==> src/rtl/ma_clk_cfg_seq_if.sv <==
// Request/response channel between the SoC CSR block and the clock configuration sequencer.
// master = requester (CSR side), slave = sequencer.
interface ma_clk_cfg_seq_if #(
  parameter int DIV_DW = 4
);
  logic              req_valid;
  logic              req_ready;
  logic [1:0]        req_op;
  logic [2:0]        req_dom;
  logic [DIV_DW-1:0] req_div;
  logic              done;
  logic              err;

  modport master (
    output req_valid, req_op, req_dom, req_div,
    input  req_ready, done, err
  );

  modport slave (
    input  req_valid, req_op, req_dom, req_div,
    output req_ready, done, err
  );
endinterface

==> src/rtl/ma_clk_cfg_seq.sv <==
// Clock configuration sequencer: sole owner of the per-domain divider ratio, toggle,
// divider-enable and ICG-enable controls. Runs one request at a time; ratio changes
// follow ICG off -> divider off -> load ratio + toggle -> divider on -> settle -> ICG restore.
module ma_clk_cfg_seq #(
  parameter int NUM_DOM     = 5,
  parameter int DIV_DW      = 4,
  parameter int DIV_RST     = 1,
  parameter int GATE_WAIT   = 4,
  parameter int SETTLE_WAIT = 8,
  parameter int CNT_W       = 8
) (
  input  logic                      src_clk,
  input  logic                      src_rst_n,
  ma_clk_cfg_seq_if.slave           req_if,
  output logic [NUM_DOM*DIV_DW-1:0] reg_clk_div,
  output logic [NUM_DOM-1:0]        reg_clk_tog,
  output logic [NUM_DOM-1:0]        reg_clk_cken,
  output logic [NUM_DOM-1:0]        reg_icg_on
);

  // CKEN_OFF and GATE_ON name the edges that drop the divider enable (GATE_OFF exit)
  // and restore the ICG (SETTLE exit); they are never resident states and recover to IDLE.
  typedef enum logic [2:0] {
    ST_IDLE     = 3'd0,
    ST_GATE_OFF = 3'd1,
    ST_CKEN_OFF = 3'd2,
    ST_LOAD     = 3'd3,
    ST_CKEN_ON  = 3'd4,
    ST_SETTLE   = 3'd5,
    ST_GATE_ON  = 3'd6,
    ST_DONE     = 3'd7
  } state_t;

  localparam logic [3:0]                DOM_LIM   = 4'(NUM_DOM);
  localparam logic [CNT_W-1:0]          GATE_LD   = CNT_W'(GATE_WAIT - 1);
  localparam logic [CNT_W-1:0]          SETTLE_LD = CNT_W'(SETTLE_WAIT - 1);
  localparam logic [NUM_DOM*DIV_DW-1:0] DIV_INIT  = {NUM_DOM{DIV_DW'(DIV_RST)}};

  state_t                      state_r, state_s;
  logic [CNT_W-1:0]            cnt_r, cnt_s;
  logic [2:0]                  dom_r, dom_s;
  logic [DIV_DW-1:0]           lat_div_r, lat_div_s;
  logic                        icg_prev_r, icg_prev_s;
  logic [NUM_DOM*DIV_DW-1:0]   div_r, div_s;
  logic [NUM_DOM-1:0]          tog_r, tog_s;
  logic [NUM_DOM-1:0]          cken_r, cken_s;
  logic [NUM_DOM-1:0]          icg_r, icg_s;
  logic                        ready_r, ready_s;
  logic                        done_r, done_s;
  logic                        err_r, err_s;
  logic                        accept_s;
  logic                        bad_s;
  logic [NUM_DOM-1:0]          req_hot_s;
  logic [NUM_DOM-1:0]          dom_hot_s;

  assign accept_s = req_if.req_valid & ready_r;
  // Out-of-range domain or reserved opcode: reject without touching any control.
  assign bad_s    = ({1'b0, req_if.req_dom} >= DOM_LIM) | (req_if.req_op == 2'b11);

  // One-hot decode of the incoming and the latched domain index (all-zero when out of range).
  always_comb begin
    req_hot_s = '0;
    dom_hot_s = '0;
    for (int d = 0; d < NUM_DOM; d++) begin
      req_hot_s[d] = (req_if.req_dom == 3'(d));
      dom_hot_s[d] = (dom_r == 3'(d));
    end
  end

  // State register.
  always_ff @(posedge src_clk) begin
    if (!src_rst_n) begin
      state_r <= ST_IDLE;
    end else begin
      state_r <= state_s;
    end
  end

  // Next-state decode.
  always_comb begin
    state_s = state_r;
    case (state_r)
      ST_IDLE: begin
        if (accept_s) begin
          if (bad_s) begin
            state_s = ST_DONE;
          end else if (req_if.req_op == 2'b00) begin
            state_s = ST_GATE_OFF;
          end else begin
            state_s = ST_DONE;
          end
        end else begin
          state_s = ST_IDLE;
        end
      end
      ST_GATE_OFF: state_s = (cnt_r == '0) ? ST_LOAD : ST_GATE_OFF;
      ST_LOAD:     state_s = ST_CKEN_ON;
      ST_CKEN_ON:  state_s = ST_SETTLE;
      ST_SETTLE:   state_s = (cnt_r == '0) ? ST_DONE : ST_SETTLE;
      ST_DONE:     state_s = ST_IDLE;
      default:     state_s = ST_IDLE;
    endcase
  end

  // Next values of every registered output, counter and latched request.
  always_comb begin
    cnt_s      = cnt_r;
    dom_s      = dom_r;
    lat_div_s  = lat_div_r;
    icg_prev_s = icg_prev_r;
    div_s      = div_r;
    tog_s      = tog_r;
    cken_s     = cken_r;
    icg_s      = icg_r;
    err_s      = 1'b0;
    ready_s    = (state_s == ST_IDLE);
    done_s     = (state_s == ST_DONE);
    case (state_r)
      ST_IDLE: begin
        if (accept_s) begin
          dom_s      = req_if.req_dom;
          lat_div_s  = req_if.req_div;
          icg_prev_s = |(icg_r & req_hot_s);
          if (bad_s) begin
            err_s = 1'b1;
          end else begin
            case (req_if.req_op)
              2'b00: begin
                icg_s = icg_r & ~req_hot_s;
                cnt_s = GATE_LD;
              end
              2'b01:   icg_s = icg_r & ~req_hot_s;
              2'b10:   icg_s = icg_r | req_hot_s;
              default: icg_s = icg_r;
            endcase
          end
        end else begin
          err_s = 1'b0;
        end
      end
      ST_GATE_OFF: begin
        if (cnt_r == '0) begin
          cken_s = cken_r & ~dom_hot_s;
        end else begin
          cnt_s = cnt_r - CNT_W'(1);
        end
      end
      ST_LOAD: begin
        for (int d = 0; d < NUM_DOM; d++) begin
          div_s[d*DIV_DW +: DIV_DW] = dom_hot_s[d] ? lat_div_r : div_r[d*DIV_DW +: DIV_DW];
        end
        tog_s = tog_r ^ dom_hot_s;
      end
      ST_CKEN_ON: begin
        cken_s = cken_r | dom_hot_s;
        cnt_s  = SETTLE_LD;
      end
      ST_SETTLE: begin
        // A domain that was gated before the request stays gated afterwards.
        if (cnt_r == '0) begin
          icg_s = (icg_r & ~dom_hot_s) | (dom_hot_s & {NUM_DOM{icg_prev_r}});
        end else begin
          cnt_s = cnt_r - CNT_W'(1);
        end
      end
      ST_DONE: begin
        err_s = err_r;
      end
      default: begin
        err_s = 1'b0;
      end
    endcase
  end

  // Output, counter and request-latch registers; reset aborts any sequence in flight.
  always_ff @(posedge src_clk) begin
    if (!src_rst_n) begin
      cnt_r      <= '0;
      dom_r      <= 3'd0;
      lat_div_r  <= '0;
      icg_prev_r <= 1'b0;
      div_r      <= DIV_INIT;
      tog_r      <= '0;
      cken_r     <= '1;
      icg_r      <= '1;
      ready_r    <= 1'b1;
      done_r     <= 1'b0;
      err_r      <= 1'b0;
    end else begin
      cnt_r      <= cnt_s;
      dom_r      <= dom_s;
      lat_div_r  <= lat_div_s;
      icg_prev_r <= icg_prev_s;
      div_r      <= div_s;
      tog_r      <= tog_s;
      cken_r     <= cken_s;
      icg_r      <= icg_s;
      ready_r    <= ready_s;
      done_r     <= done_s;
      err_r      <= err_s;
    end
  end

  assign req_if.req_ready = ready_r;
  assign req_if.done      = done_r;
  assign req_if.err       = err_r;
  assign reg_clk_div      = div_r;
  assign reg_clk_tog      = tog_r;
  assign reg_clk_cken     = cken_r;
  assign reg_icg_on       = icg_r;

endmodule
==> src/flat_wrapper.sv <==
// flat-port wrapper written by rule: the top's interface ports become plain ports
module ma_clk_cfg_seq_flat 
#(
  parameter int NUM_DOM     = 5,
  parameter int DIV_DW      = 4,
  parameter int DIV_RST     = 1,
  parameter int GATE_WAIT   = 4,
  parameter int SETTLE_WAIT = 8,
  parameter int CNT_W       = 8
)
  (src_clk, src_rst_n, reg_clk_div, reg_clk_tog, reg_clk_cken, reg_icg_on, req_if_req_valid, req_if_req_op, req_if_req_dom, req_if_req_div, req_if_req_ready, req_if_done, req_if_err);
  ma_clk_cfg_seq_if #(.DIV_DW(DIV_DW)) req_if_i ();
  input  logic src_clk;
  input  logic src_rst_n;
  output logic [NUM_DOM*DIV_DW-1:0] reg_clk_div;
  output logic [NUM_DOM-1:0] reg_clk_tog;
  output logic [NUM_DOM-1:0] reg_clk_cken;
  output logic [NUM_DOM-1:0] reg_icg_on;
  input wire logic [$bits(req_if_i.req_valid)-1:0] req_if_req_valid;
  input wire logic [$bits(req_if_i.req_op)-1:0] req_if_req_op;
  input wire logic [$bits(req_if_i.req_dom)-1:0] req_if_req_dom;
  input wire logic [$bits(req_if_i.req_div)-1:0] req_if_req_div;
  output wire logic [$bits(req_if_i.req_ready)-1:0] req_if_req_ready;
  output wire logic [$bits(req_if_i.done)-1:0] req_if_done;
  output wire logic [$bits(req_if_i.err)-1:0] req_if_err;
  assign req_if_i.req_valid = req_if_req_valid;
  assign req_if_i.req_op = req_if_req_op;
  assign req_if_i.req_dom = req_if_req_dom;
  assign req_if_i.req_div = req_if_req_div;
  assign req_if_req_ready = req_if_i.req_ready;
  assign req_if_done = req_if_i.done;
  assign req_if_err = req_if_i.err;
  ma_clk_cfg_seq #(.NUM_DOM(NUM_DOM), .DIV_DW(DIV_DW), .DIV_RST(DIV_RST), .GATE_WAIT(GATE_WAIT), .SETTLE_WAIT(SETTLE_WAIT), .CNT_W(CNT_W)) u_core (.src_clk(src_clk), .src_rst_n(src_rst_n), .req_if(req_if_i), .reg_clk_div(reg_clk_div), .reg_clk_tog(reg_clk_tog), .reg_clk_cken(reg_clk_cken), .reg_icg_on(reg_icg_on));
endmodule
==> config.mk <==
export PLATFORM = sky130hd
export DESIGN_NAME = ma_clk_cfg_seq_flat
export DESIGN_NICKNAME = d
export VERILOG_FILES = /design/src/rtl/ma_clk_cfg_seq_if.sv /design/src/rtl/ma_clk_cfg_seq.sv /design/src/flat_wrapper.sv
export SDC_FILE = /design/constraint.sdc
export NUM_CORES = 1
export LEC_CHECK = 0
export ABC_AREA = 0
export CELL_PAD_IN_SITES_DETAIL_PLACEMENT = 0
export CELL_PAD_IN_SITES_GLOBAL_PLACEMENT = 1
export CORE_MARGIN = 2
export CORE_UTILIZATION = 28
export DETAILED_ROUTE_END_ITERATION = 12
export DONT_BUFFER_PORTS = 1
export GPL_TIMING_DRIVEN = 0
export PLACE_DENSITY = 0.55
export SLEW_MARGIN = 5
export SYNTH_ARGS = -nofsm -noshare
export SYNTH_HDL_FRONTEND = slang
export SYNTH_SLANG_ARGS = --single-unit
==> constraint.sdc <==
create_clock -name src_clk -period 2.25 [get_ports src_clk]
set_input_delay 0.45 -clock src_clk [delete_from_list [all_inputs] [get_ports src_clk]]
set_output_delay 0.45 -clock src_clk [all_outputs]
set_load 0.02 [all_outputs]
; Word-level counts from Yosys, hierarchy flattened
; Index checks and enable logic that the tools add are counted.
; Widths: inputs -> output; s select.
[word_totals]
ff_bits = 57
inputBits = 12
word_cells = 97
[op_classes]
n_addsub = 1
n_lt_le_gt_ge = 1
n_eq_ne = 24
muxes = 21
bitwise_logic = 13
reduce_logical = 21
[op_table]
columns = cell, count
row1 = $mux 8, 4
row2 = $pmux 5 s2, 3
row3 = $and 5x5->5, 5
row4 = $pmux 8 s3, 1
row5 = $mux 5, 4
row6 = $eq 3x3->1 const B, 6
row7 = $eq 3x2->1 const B, 5
row8 = $or 5x5->5, 3
row9 = $pmux 3 s5, 1
row10 = $reduce_and 2->1, 7
row11 = $logic_not 3->1, 4
row12 = $not 5->5, 2
row13 = $reduce_and 5->1, 2
row14 = $eq 3x1->1 const B, 3
row15 = $mux 3, 3
row16 = $logic_not 8->1, 1
row17 = $ne 2x1->1 const B, 4
row18 = $sub 8x1->8 const B, 1
row19 = $reduce_or 5->1, 1
row20 = $xor 5x5->5, 1
row21 = $eq 2x2->1 const B, 2
row22 = $mux 2, 2
row23 = $ne 2x2->1 const B, 2
row24 = $reduce_bool 2->1, 2
row25 = 10 further kinds, 12

; Longest topological paths before layout
; Gate-level depths: netlist of the first run.
[depth]
word_depth = 7
depth_mapped = 6
depth_no_buf = 6

; Worst setup path after synthesis of the first run
; Ideal clock, no wire load.
[synth_path]
path_kind = input to register
from = input req_if_req_dom[0]
to = register u_core.icg_prev_r
setup_ps = 123
t_arrival_ps = 1545
required_ps = 2127
path_slack_ps = 582
path_stages = 4
n_path_buf = 1
path_cell_list = clkbuf_1 mux4_2 a221oi_1 nor2_1
[synth_between]
elab_chain_cells = 3
word_cells_on_any_way = 7
[synth_rtl]
columns = item, line_no
row1 = from (decl), flat_wrapper.sv:21  ; input wire logic [$bits(req_if_i.req_dom)-1:0] req_if_req_dom;
row2 = "$eq 3x1->1, or another cell as far along", ma_clk_cfg_seq.sv:65  ; req_hot_s[d] = (req_if.req_dom == 3'(d));
row3 = $and 5x5->5 (*), ma_clk_cfg_seq.sv:123  ; icg_prev_s = |(icg_r & req_hot_s);
row4 = $reduce_or 5->1 (*), ma_clk_cfg_seq.sv:123
row5 = to (signal assigned), ma_clk_cfg_seq.sv:193  ; icg_prev_r <= icg_prev_s;
row6 = to (decl), ma_clk_cfg_seq.sv:43  ; logic icg_prev_r, icg_prev_s;
; Mark *: on every way between the ends. The rest lies on a longest branch, timed or not.
; A chain may end at the register's enable or synchronous reset.

==> results.cfg, run 1 <==
[global_route]
grt_pass1_vias = 2008
grt_pass1_wl_um = 10940
grt_start_max_net_pins = 11
gr-total-overflow = 0
antenna_found_initial = 0
grt_use_total_pct = 14.04

[pwr]
cellInternalPower_uw = 1958
swShare_pct = 39.15
pwr-share-comb_pct = 31.8
p_seq_share_pct = 41.6
p_sw_uw = 1260
p_clk_share_pct = 26.6
peakVddDrop_mv = 0.3872
power_density_nw_per_um2 = 1047
p_leak_uw = 0.001049

[clock_tree]
h-tree-depth = 3
cts_made_buffers = 9
root_buffer = clkbuf_8
cts_tree = yes
postCtsResizedCells = 0
ctsHoldBuffers = 0
insertion_delay_ns = 0.35
clk_pin_slew_ns = 0.07
postCtsSetupRepairBufs = 0
clock_tree.buffer_depth = 2
clock_sinks = 57

[timing]
fmax_mhz = 494.3
finalCriticalPeriod_ns = 2.023
setup_viol = 0
worst_slew_pin_slew_ns = 0.6165
hold_violations = 0
rsz0062_at_grt = no
post-route-period-util_pct = 89.91
setup_tns_ns = 0
finClkSkew_ns = 0.01523
whs_ns = 0.2435
slew_viol_final = 0
maxSlewHeadroom_pct = 58.52

[critical_path]
criticalPathCategory = flip-flop to flip-flop
startpoint_type = flip-flop
critPathCaptureType = flip-flop
cp_data_required_time_ns = 2.52
crit_path_max_fanout = 6
r2r_start = u_core.cnt_r[0]$_SDFFE_PN0P_
r2r_cells = 6
arrival_ns = 2.29
r2r_setup_slack_ns = 0.23

[logic_synthesis]
yosysWarnings = 0
syn-num-nets = 306
synth_fa_ha_area_share_pct = 0.4572
async_flop_share_pct = 0
ys_ff_latch = 57
synthCells = 293
synthXorXnorAreaFrac_pct = 1.600
synth_compound_gate_area_share_pct = 16.14
synthMuxAreaShare_pct = 11.11
synth-simple-area-share_pct = 25.70
syn-cell-area_um2 = 2736
syn_avg_cell_area_um2 = 9.339
synthDistinctLibCells = 55
synth_top_area_share_pct = 41.70
synth_top_family_by_area = simple AND/OR/NAND/NOR gates
ys_seq_area_share_pct = 41.70
synthFlopType = dfxtp_1
synth_edf_count = 0
yosysTopAreaCell = dfxtp_1
yosys-top-cells-area = dfxtp_1 42%, mux2i_1 9.9%, nor2b_1 5.0%

[detailed_routing]
ant_nets = 0
drt_iter0_markers = 81
firstDrtPassIters = 4
via_per_inst = 4.891
wl_um = 7160
vias = 2157
wl_per_cell_um = 16.24
drcViolationCount = 0

[final_layout]
drive_above_1_share_pct = 12.66
area_growth_pct = 12.30
final_cell_mix = 57 x dfxtp_1, 35 x nand2_1, 27 x mux2i_1
antenna_cells = 0
fin_nets = 317
layout_commonest_cell = dfxtp_1
num-fill-cells = 1023

[floorplanning]
coreArea_um2 = 9639
ios = 50
rows = 36
dieArea_um2 = 10580
die_h_um = 102.9
die_x_um = 102.9
start_util_pct = 28.39

[flow_run]
maxCapViolCount = 0

[run_status]
status = finished, final reports clean

[placed_design]
dpl.hpwl_um = 5071
port_buffers = 0
place_congestion = 0.7411

[worst_hold_path]
holdPathEnd = u_core.lat_div_r[2]$_SDFFE_PN0P_
holdCritStartpoint = req_if_req_div[2]
worstHoldPathCells = 2
hp-class = input pin to flip-flop
[per-stage QoR]
| step | cells | setup WS, ns | total power (uW) | util (%) | cell area [um^2] |
|---|---|---|---|---|---|
| floorplan | 293 | 0.5822 | 2120 | - | 2736 |
| global placement | 426 | 0.1734 | 2390 | 30.11 | 2903 |
| detailed placement | 426 | 0.1720 | 2384 | 30.11 | 2903 |
| CTS | 441 | 0.2618 | 3252 | 31.88 | 3073 |
| global route | 441 | 0.1045 | 3438 | 31.88 | 3073 |
| finish | 441 | 0.2270 | 3218 | 31.88 | 3073 |
[cells by family after synthesis]
group           Yosys count
simple gates            117
xor+xnor                  5
mux                      29
compound gates           62
flops                    57
buf+inv                  22
fa+ha+maj                 1
[layout make-up]
cell class              count  area (um^2)  area share (%)
flip-flops and latches     57         1141           37.13
inverters                   6        22.52          0.7329
well taps                 133        166.4           5.415
clock inverters             5        32.53           1.059
clock buffers              10        137.6           4.479
multi-input cells         214         1505           48.98
plain buffers              16        67.56           2.199
[power groups by stage]
stage / Sequential [uW] / Clock [uW] / Combinational (uW)
2_1_floorplan: 1320 / 0 / 802
3_3_place_gp: 1360 / 0 / 1030
3_5_place_dp: 1360 / 0 / 1020
4_1_cts: 1340 / 886 / 1030
5_1_grt: 1370 / 927 / 1140
6_report: 1340 / 856 / 1020
[critical path, cell delays in order (launching register included)]
cell      delay [ns]
dfxtp_1         0.34
inv_1           0.07
ha_1            0.25
nor4b_4         0.37
nand4_2         0.27
a211oi_1        0.42
mux2i_1         0.22
[layer usage]
layer	routed length, um	part of all wire [%]	GRT usage [%]
met5	0	0	0
met2	3179	44	21.77
met3	463	6.5	4.542
met1	3379	47	17.81
met4	138	1.9	6.377
[worst max path at each step]
stage / cells after the start / from / end
global placement: 5 / req_if_req_dom[0] / u_core.cnt_r[1]$_SDFFE_PN0P_
floorplan: 4 / req_if_req_dom[0] / u_core.icg_prev_r$_SDFFE_PN0P_
global route: 6 / u_core.cnt_r[0]$_SDFFE_PN0P_ / flip-flop
CTS: 6 / u_core.cnt_r[0]$_SDFFE_PN0P_ / flip-flop
finish: 6 / u_core.cnt_r[0]$_SDFFE_PN0P_ / flip-flop
detailed placement: 5 / req_if_req_dom[0] / u_core.cnt_r[1]$_SDFFE_PN0P_
[cells in the mapped netlist (5+ instances only)]
| library cell | instances |
|---|---|
| dfxtp_1 | 57 |
| nand2_1 | 35 |
| mux2i_1 | 27 |
| nor2b_1 | 22 |
| o21ai_0 | 17 |
| clkbuf_1 | 12 |
| a21oi_1 | 9 |
| a21boi_0 | 8 |
| nor2_1 | 8 |
| and2_1 | 7 |
| inv_1 | 6 |
| nor3_1 | 6 |
| nor3b_1 | 5 |
| o211ai_1 | 5 |
| xor2_1 | 5 |
(Power assumes the default switching activity.)
==> run 2, diff against run 1 <==
- GPL_TIMING_DRIVEN: 0 -> not set
==> results.cfg, run 2 (synthesis results as in run 1) <==
[run_status]
status = finished, final reports clean

[critical_path]
critPathCaptureType = flip-flop
r2r_cells = 6
startpoint_type = flip-flop
r2r_setup_slack_ns = 0.35
arrival_ns = 2.17
crit_path_max_fanout = 6
criticalPathCategory = flip-flop to flip-flop
crit_chain = inv_1 > ha_1 > nor4b_4 > nand4_2 > a211oi_1 > mux2i_1
cpPeakStageDelay_ns = 0.37
path_delay_family = simple AND/OR/NAND/NOR gates
crit_buf_inv = 1
crit_path_top_delay_cell = a211oi_1
r2r_start = u_core.cnt_r[0]$_SDFFE_PN0P_
cp_data_required_time_ns = 2.53

[timing]
rsz0062_at_grt = no
maxSlewHeadroom_pct = 57.61
fmax_mhz = 526.7
setup_viol = 0
worst_slew_pin_slew_ns = 0.6301
finClkSkew_ns = 0.008757
whs_ns = 0.1807
setup_tns_ns = 0
hold_violations = 0
post-route-period-util_pct = 84.38
finalCriticalPeriod_ns = 1.899
slew_viol_final = 0

[clock_tree]
cts_made_buffers = 9
postCtsSetupRepairBufs = 0
clock_tree.buffer_depth = 2
root_buffer = clkbuf_8
clk_pin_slew_ns = 0.08
postCtsResizedCells = 0
cts_tree = yes
insertion_delay_ns = 0.35
h-tree-depth = 3
ctsHoldBuffers = 0
clock_sinks = 57

[detailed_routing]
drt-met1-wl_um = 3182
wl_met2_um = 2966
vias = 2095
drcViolationCount = 0
ant_nets = 0
met3_length_um = 475
firstDrtPassIters = 4
top_layer_used = met4
wl_um = 6706
via_per_inst = 4.850
wl_per_cell_um = 15.52
drt_iter0_markers = 99

[final_layout]
final_cell_mix = 57 x dfxtp_1, 35 x nand2_1, 27 x mux2i_1
drive_above_1_share_pct = 14.05
layout_commonest_cell = dfxtp_1
area_growth_pct = 12.12
antenna_cells = 0
fin_nets = 307

[floorplanning]
start_util_pct = 28.39
die_h_um = 102.9
dieArea_um2 = 10580
ios = 50
die_x_um = 102.9
coreArea_um2 = 9639
rows = 36

[pwr]
p_leak_uw = 0.001044
peakVddDrop_mv = 0.4217
power_density_nw_per_um2 = 1060

[worst_hold_path]
holdCritStartpoint = src_rst_n
worstHoldPathCells = 1
hp-class = input pin to flip-flop
holdPathEnd = u_core.req_if.req_ready$_SDFF_PN1_

[global_route]
grt_start_max_net_pins = 64
grt_pass1_vias = 1955
grt_pass1_wl_um = 10320
gr-total-overflow = 0
grt_use_total_pct = 13.08
antenna_found_initial = 0

[flow_run]
maxCapViolCount = 0

[placed_design]
place_congestion = 0.7804
port_buffers = 0
dpl.hpwl_um = 4578
run 2: cell count changes in the layout (fill, tap and decap cells not counted):
cell / before / now
clkbuf_8: 10 / 9
clkinvlp_4: 0 / 2
buf_2: 3 / 0
clkbuf_1: 12 / 0
clkinv_2: 3 / 0
buf_4: 1 / 6
inv_6: 0 / 1
inv_8: 0 / 2
run 2: power by group:
| group | internal (uW) | leakage [uW] | switching [uW] |
|---|---|---|---|
| logic | 411 | 0.000491 | 549 |
| registers | 1140 | 0.000463 | 232 |
| clock network | 421 | 0.0000899 | 499 |
| total | 1970 | 0.00104 | 1280 |
run 2: worst reg2reg max path, cell delays in order, from the launching register on:
cell and delay [ns]:
dfxtp_1 0.34, inv_1 0.07, ha_1 0.24, nor4b_4 0.34, nand4_2 0.26, a211oi_1 0.37, mux2i_1 0.21
run 2: stage by stage:
stage	utilization, %	worst slack, ns	std cells	instance area [um^2]	total power, uW
floorplan	-	0.5822	293	2736	2120
global placement	29.88	0.4104	416	2880	2372
detailed placement	29.88	0.3661	416	2880	2361
CTS	31.83	0.3400	432	3068	3300
global route	31.83	0.1893	432	3068	3481
finish	31.83	0.3514	432	3068	3253
run 2: cell type report:
| type | count | area (um^2) |
|---|---|---|
| Clock buffer | 9 | 123.9 |
| Fill cell | 1041 | 6571 |
| Multi-Input combinational cell | 214 | 1505 |
| Sequential cell | 57 | 1141 |
| Tap cell | 133 | 166.4 |
| Clock inverter | 7 | 63.81 |
| Inverter | 6 | 22.52 |
| Timing Repair Buffer | 6 | 45.04 |
run 2: worst max path at each step:
stage	slack, ns	from	to	depth (start not counted)
final	0.35	u_core.cnt_r[0]$_SDFFE_PN0P_	flip-flop	6
after CTS	0.34	u_core.cnt_r[0]$_SDFFE_PN0P_	flip-flop	6
after global placement	0.41	u_core.cnt_r[0]$_SDFFE_PN0P_	flip-flop	6
after floorplan	0.58	req_if_req_dom[0]	u_core.icg_prev_r$_SDFFE_PN0P_	4
after global routing	0.19	u_core.cnt_r[0]$_SDFFE_PN0P_	flip-flop	6
after detailed placement	0.37	u_core.cnt_r[0]$_SDFFE_PN0P_	flip-flop	6
run 2: routing by layer:
layer,up-vias,track usage (%)
li1,1054,-
met1,995,16.58
met2,38,19.76
met3,8,5.288
met4,0,5.466
met5,-,0
==> run 3, diff against run 2 <==
- PLACE_DENSITY: 0.55 -> 0.57
- clock period: 2.25 -> 1.6 ns (I/O delays scaled with it)
==> results.cfg, run 3 (synthesis results as in run 1) <==
[final_layout]
seqCellArea_um2 = 1146
layout_commonest_cell = dfxtp_1
multiInputGateArea_um2 = 1635
drive_above_1_share_pct = 29.25
area_growth_pct = 27.02
final_cell_area_um2 = 3476
num-fill-cells = 1017
fin_nets = 343
antenna_cells = 0
utilization_pct = 36.06
final_cell_mix = 53 x dfxtp_1, 39 x buf_4, 35 x nand2_1

[pwr]
p_leak_uw = 0.001256
power_density_nw_per_um2 = 1525
p_sw_uw = 2037
peakVddDrop_mv = 0.7443
p_seq_share_pct = 35.0
swShare_pct = 38.43
cellInternalPower_uw = 3263
p_clk_share_pct = 22.5
pwr-share-comb_pct = 42.5

[placed_design]
place_congestion = 0.7781
pre_cts_slack_ns = -0.05178
dpl.hpwl_um = 4941
port_buffers = 0
place_area_um2 = 3167

[detailed_routing]
firstDrtPassIters = 4
vias = 2221
via_per_inst = 4.746
wl_per_cell_um = 15.64
drt_iter0_markers = 50
wl_um = 7318
drcViolationCount = 0
ant_nets = 0

[run_status]
status = finished, violations left
violations = negative setup slack

[floorplanning]
dieArea_um2 = 10580
die_h_um = 102.9
die_x_um = 102.9
start_util_pct = 28.39
rows = 36
coreArea_um2 = 9639
ios = 50

[clock_tree]
root_buffer = clkbuf_8
clk_pin_slew_ns = 0.07
insertion_delay_ns = 0.35
clock_sinks = 57
cts_made_buffers = 9
h-tree-depth = 3
cts_tree = yes
clock_tree.buffer_depth = 2
ctsHoldBuffers = 0

[critical_path]
cpPeakStageDelay_ns = 0.33
critPathCaptureType = flip-flop
arrival_ns = 1.85
r2r_cells = 7
crit_path_top_delay_cell = dfxtp_2
crit_path_max_fanout = 5
crit_chain = inv_2 > ha_4 > nor4b_4 > buf_4 > nand4b_1 > o21ai_1 > o211ai_1
startpoint_type = flip-flop
cp_data_required_time_ns = 1.82
criticalPathCategory = flip-flop to flip-flop

[timing]
worst_slew_pin_slew_ns = 0.5132
slew_viol_final = 0
post-route-period-util_pct = 101.7
setup_viol = 5
hold_violations = 0
rsz0062_at_grt = yes
setup_slack_ns = -0.02672
finClkSkew_ns = 0.007482
fmax_mhz = 614.7
finalCriticalPeriod_ns = 1.627
maxSlewHeadroom_pct = 65.79

[worst_hold_path]
hp-class = input pin to flip-flop
worstHoldPathCells = 1

[global_route]
antenna_found_initial = 0
gr-total-overflow = 0
grt_start_max_net_pins = 64
grt_pass1_wl_um = 11340
grt_pass1_vias = 2159
grt_use_total_pct = 14.22

[flow_run]
maxCapViolCount = 0
==> run 3: cell count changes in the layout (fill, tap and decap cells not counted), sizes merged <==
cell      before  now
buf            6   42
clkinv         2    3
clkinvlp       2    3
inv            9    7
==> run 3: layout make-up <==
cell class	instances	area share (%)
inverter	6	0.6479
sequential	57	32.97
multi-input combinational	214	47.05
clock inverter	7	1.332
clock buffer	9	3.564
tap	133	4.788
timing repair buffer	42	9.647
==> run 3: power by group through the flow <==
stage / sequential (uW) / clock [uW] / combinational (uW)
6_report: 1850 / 1190 / 2250
5_1_grt: 1890 / 1300 / 2460
4_1_cts: 1850 / 1240 / 2080
3_5_place_dp: 1870 / 0 / 1970
3_3_place_gp: 1870 / 0 / 1960
2_1_floorplan: 1850 / 0 / 1170
==> run 3: through the flow <==
stage / instances / power [uW] / setup TNS [ns] / hold slack (ns)
after global routing: 468 / 5651 / -0.9082 / 0.03614
after global placement: 450 / 3829 / -0.1997 / 0.3937
final: 468 / 5300 / -0.1055 / 0.05163
after CTS: 466 / 5166 / -0.1344 / 0.02447
after detailed placement: 450 / 3842 / -0.4090 / 0.3921
after floorplan: 293 / 3022 / 0 / 0.4649
==> run 3: worst paths after layout <==
path | startpoint | to | slack, ns
worst max-delay path | u_core.cnt_r[1]$_SDFFE_PN0P_ | flip-flop | -0.03
worst max register to register | u_core.cnt_r[1]$_SDFFE_PN0P_ | flip-flop | -0.03
worst min-delay path | src_rst_n | u_core.reg_clk_div[4]$_SDFFE_PN1P_ | 0.05
worst min register to register | u_core.dom_r[1]$_SDFFE_PN0P_ | u_core.dom_r[1]$_SDFFE_PN0P_ | 0.50
==> run 3: critical path, delay by kind of cell, from the launching register on <==
| family | cells | cell delay [ns] |
|---|---|---|
| adder cells (fa/ha/maj) | 1 | 0.13 |
| AO/OA/AOI/OAI | 2 | 0.30 |
| flip-flops | 1 | 0.33 |
| buffers and inverters | 2 | 0.24 |
| AND/OR/NAND/NOR | 2 | 0.50 |
==> run 3: layer usage <==
| layer | part of all wire [%] | vias to the layer above | GRT usage [%] |
|---|---|---|---|
| met1 | 46 | 1044 | 17.77 |
| met4 | 1.9 | 0 | 6.984 |
| li1 | - | 1127 | - |
| met5 | 0 | - | 0 |
| met3 | 5.7 | 12 | 4.136 |
| met2 | 47 | 38 | 22.47 |
==> run 3: timing repair <==
action	4_1_cts	5_1_grt
setup endpoints to repair	20	31
gates resized for setup	19	15
pin swaps	10	13
endpoints found under the hold margin	0	0
setup buffers	1	2
